--- config.mk ---
export PLATFORM = sky130hd
export DESIGN_NAME = booth_mult_seq
export DESIGN_NICKNAME = d
export VERILOG_FILES = /design/src/rtl/booth_mult_seq.sv
export SDC_FILE = /design/constraint.sdc
export NUM_CORES = 1
export LEC_CHECK = 0
export ABC_CLOCK_PERIOD_IN_PS = 2550
export CAP_MARGIN = 10
export CELL_PAD_IN_SITES_DETAIL_PLACEMENT = 1
export CELL_PAD_IN_SITES_GLOBAL_PLACEMENT = 2
export CORE_UTILIZATION = 34
export DETAILED_ROUTE_END_ITERATION = 6
export GPL_TIMING_DRIVEN = 0
export HOLD_SLACK_MARGIN = 0.1
export PLACE_DENSITY_LB_ADDON = 0.12
export SKIP_CTS_REPAIR_TIMING = 1
export SYNTH_ARGS = -nofsm -noshare
export SYNTH_HDL_FRONTEND = slang
export SYNTH_SLANG_ARGS = --single-unit
--- constraint.sdc ---
create_clock -name clk -period 2.55 [get_ports clk]
set_clock_uncertainty 0.15 [all_clocks]
set_input_delay 0.255 -clock clk [delete_from_list [all_inputs] [get_ports clk]]
set_output_delay 0.255 -clock clk [all_outputs]
set_load 0.005 [all_outputs]
--- src/rtl/booth_mult_seq.sv ---
// booth_mult_seq: sequential radix-2 Booth multiplier, one add/sub-and-shift per cycle
module booth_mult_seq #(
  parameter int WIDTH = 4
) (
  input  logic                 clk,
  input  logic                 rst,
  input  logic                 start,
  input  logic [WIDTH-1:0]     multiplicand,
  input  logic [WIDTH-1:0]     multiplier,
  output logic                 busy,
  output logic                 done,
  output logic [2*WIDTH-1:0]   product
);
  localparam int CW = $clog2(WIDTH + 1);
  typedef enum logic [1:0] {IDLE, RUN, DONE} state_t;
  state_t state, state_d;
  logic [WIDTH:0]       a, m_reg, sum;
  logic [WIDTH-1:0]     q;
  logic                 q_1;
  logic [CW-1:0]        cnt;
  logic [2*WIDTH+1:0]   shifted;
  logic [WIDTH:0]       a_n;
  logic [WIDTH-1:0]     q_n;
  logic                 q1_n, accept, last;
  assign accept = (state == IDLE) && start;
  assign last   = (state == RUN) && (cnt == CW'(WIDTH - 1));
  assign busy   = (state == RUN);
  assign done   = (state == DONE);
  always_comb begin
    sum     = ({q[0], q_1} == 2'b10) ? a - m_reg :
              ({q[0], q_1} == 2'b01) ? a + m_reg : a;
    shifted = {sum[WIDTH], sum, q};
    a_n     = shifted[2*WIDTH+1:WIDTH+1];
    q_n     = shifted[WIDTH:1];
    q1_n    = shifted[0];
    state_d = accept ? RUN :
              last ? DONE :
              (state == DONE) ? IDLE : state;
  end
  always_ff @(posedge clk or posedge rst) begin
    if (rst) state <= IDLE;
    else state <= state_d;
  end
  always_ff @(posedge clk or posedge rst) begin
    if (rst) begin
      a       <= '0;
      q       <= '0;
      q_1     <= 1'b0;
      m_reg   <= '0;
      cnt     <= '0;
      product <= '0;
    end else if (accept) begin
      a       <= '0;
      q       <= multiplier;
      q_1     <= 1'b0;
      m_reg   <= {multiplicand[WIDTH-1], multiplicand};
      cnt     <= '0;
    end else if (state == RUN) begin
      a       <= a_n;
      q       <= q_n;
      q_1     <= q1_n;
      cnt     <= cnt + CW'(1);
      if (last) product <= {a_n[WIDTH-1:0], q_n};
    end
  end
endmodule

==> flow_summary.yaml <==
run_status:
  status: "complete, no violations"
placed_design:
  place.gp.congestion: 0.782
  place_ws_ns: 0.295
  portBuffers: 20
  dpl.hpwl_um: 2580
worst_setup_path:
  cp.required_ns: 2.63
  rr_endpoint: "product[7]"
  arrival_ns: 2.33
  reg2reg_depth: 8
  cp_num_buf_inv: 2
  startpoint: "a[0]"
  cp-end-kind: "register"
  reg2reg_setup_slack_ns: 0.30
  crit_chain: "inv_1, ha_1, inv_1, fa_1, a2111oi_1, o22ai_1, o22ai_1, mux2_1"
  slowest_stage: "dfrtp_1"
  path_delay_family: "compound AO/OA/AOI/OAI gates"
  rr_startpoint: "a[0]"
  max_stage_delay_ns: 0.43
  crit_type: "reg2reg"
  cp_max_fo: 4
  start_kind: "register"
die:
  die_area_mm2: 0.00458
  ios: 21
  coreArea_mm2: 0.00409
  rows: 23
  die_h_um: 67.7
  start_util_pct: 35.9
  die_w_um: 67.7
detailed_routing:
  drtIter0Drc: 37
  routed_wl_um: 3430
  vias: 1123
  avgRoutedWirePerCell_um: 15.9
  via_per_inst: 5.20
  drtPass1Iterations: 4
  ant_nets: 0
  drc: 0
global_routing:
  globalRoute.totalOverflow: 0
  grt_max_degree: 27
  grt_pass1_vias: 1248
  grt_pass1_wl_um: 6040
  grt.total_usage_pct: 18.1
  antenna_found_initial: 0
run:
  maxCapViolCount: 0
finish:
  synthToLayoutAreaGrowth_pct: 22.8
  largest_reg_flops: 8
  fill_cells: 477
  top_register: "product"
  final_layout_size_suffix_gt1_share_pct: 11.4
  post-route-util_pct: 44.1
  diodes: 0
  layout.nets: 190
yosys:
  avgSynthCellArea_um2: 10.3
  synth_cell_type_count: 38
  yosysTopAreaCell: "dfrtp_1"
  syn-instance-count: 142
  synth_nets: 165
  synth_area_mm2: 0.00147
  yosys_warnings: 0
  synth_area_leaders: "dfrtp_1, ha_1, mux2_1"
  yosys_most_used_dff: "dfrtp_1"
  synth_top_area_share_pct: 44.3
  ys_async_sr_fraction_pct: 100
  ys_seq_area_share_pct: 44.3
  synth-edff-count: 0
  ys_ff_latch: 26
worst_hold_path:
  hold_path_class: "reg2reg"
  hp-start: "product[0]"
  whs_endpoint: "product[0]"
  min_path_cells: 1
power_and_ir_drop:
  cellPowerDensity_mw_per_mm2: 1430
  power_mw: 2.58
  p_leak_nw: 0.801
  irDropWorstVdd_mv: 0.727
timing:
  fin_crit_sh_pct: 88.3
  rsz0062_at_grt: "no"
  fmax_mhz: 444
  fin_setup_tns_ns: 0
  slew_violations: 0
  worstMarginPinSlew_ns: 1.03
  min_period_ns: 2.25
  setup-violations-final: 0
  final-hold-violation-count: 0
  layout_setup_ws_ns: 0.299
  relSlewSlack_pct: 31.4
clock_tree:
  cts_max_path_buffers: 2
  cts_buffers: 3
  cts_tree: "done"
  insertion_delay_ns: 0.28
  clkSinkCount: 26
  clk_pin_slew_worst_paths_ns: 0.10
  cts-root-buf: "clkbuf_8"
  cts_max_level: 1
==> how the worst max path moves through the flow <==
| stage | end | depth (start not counted) |
|---|---|---|
| 6_report | product[7] | 8 |
| 5_1_grt | product[7] | 8 |
| 4_1_cts | product[7] | 8 |
| 3_5_place_dp | product[7] | 8 |
| 3_3_place_gp | product[7] | 8 |
| 2_1_floorplan | product[7] | 8 |
==> cell families (layout without fill, tap and decap cells) <==
logic type	count (synthesis)	in the layout	share of synthesized area [%]
mux	8	8	6.05
buf+inv	18	42	6.39
flops	26	26	44.3
compound gates	43	43	19.6
fa+ha+maj	12	12	11.3
simple gates	32	32	10.6
xor+xnor	3	3	1.79
==> through the flow <==
stage | instances | cell area, um2 | hold WS, ns
4_1_cts | 216 | 1800 | 0.354
3_5_place_dp | 212 | 1730 | 0.330
2_1_floorplan | 142 | 1470 | 0.145
3_3_place_gp | 212 | 1730 | 0.316
6_report | 216 | 1800 | 0.351
5_1_grt | 216 | 1800 | 0.370
==> power breakdown <==
part           switching, mW  total (mW)  internal [mW]
Clock                  0.145       0.356          0.210
Sequential             0.170       0.779          0.610
Combinational          0.759        1.44          0.683
==> area by class of cell <==
class / count / area (um2) / area share (%)
tap: 50 / 62.6 / 3.47
timing repair buffer: 20 / 200 / 11.1
inverter: 13 / 51.3 / 2.85
clock inverter: 1 / 30.0 / 1.67
buffer: 5 / 42.5 / 2.36
clock buffer: 3 / 41.3 / 2.29
multi-input combinational: 98 / 723 / 40.1
sequential: 26 / 651 / 36.1
==> layer usage <==
metal | global-route usage, % | wire (um) | vias to the layer above
li1 | - | - | 539
met1 | 23.1 | 1600 | 568
met2 | 31.3 | 1720 | 12
met3 | 2.70 | 71 | 4
met4 | 4.79 | 35 | 0
met5 | 0 | 0 | -
==> cells in the final DEF (no fill, tap or decap), types with 2 or more instances in the layout <==
cell,n
a22oi_1,4
nor2_1,3
a22o_1,2
a21o_1,2
fa_1,2
nand2_1,20
o21ai_2,2
inv_2,2
inv_1,10
a21oi_1,5
xnor2_1,2
clkbuf_8,3
o21ai_1,11
o22ai_1,3
ha_1,10
dfrtp_1,26
o21ai_0,8
clkdlybuf4s50_1,20
mux2_1,7
nor2b_1,3
==> cells in the mapped netlist (2+ instances only) <==
library cell	number
o21ai_0	8
xnor2_1	2
dfrtp_1	26
a22o_1	2
a22oi_1	4
fa_1	2
o22ai_1	3
o21ai_1	11
a21o_1	2
ha_1	10
nand2_1	20
inv_1	10
inv_2	2
o21ai_2	2
nor2b_1	3
nor2_1	3
mux2_1	7
a21oi_1	5
No activity file was read; power rests on OpenSTA's default activity.
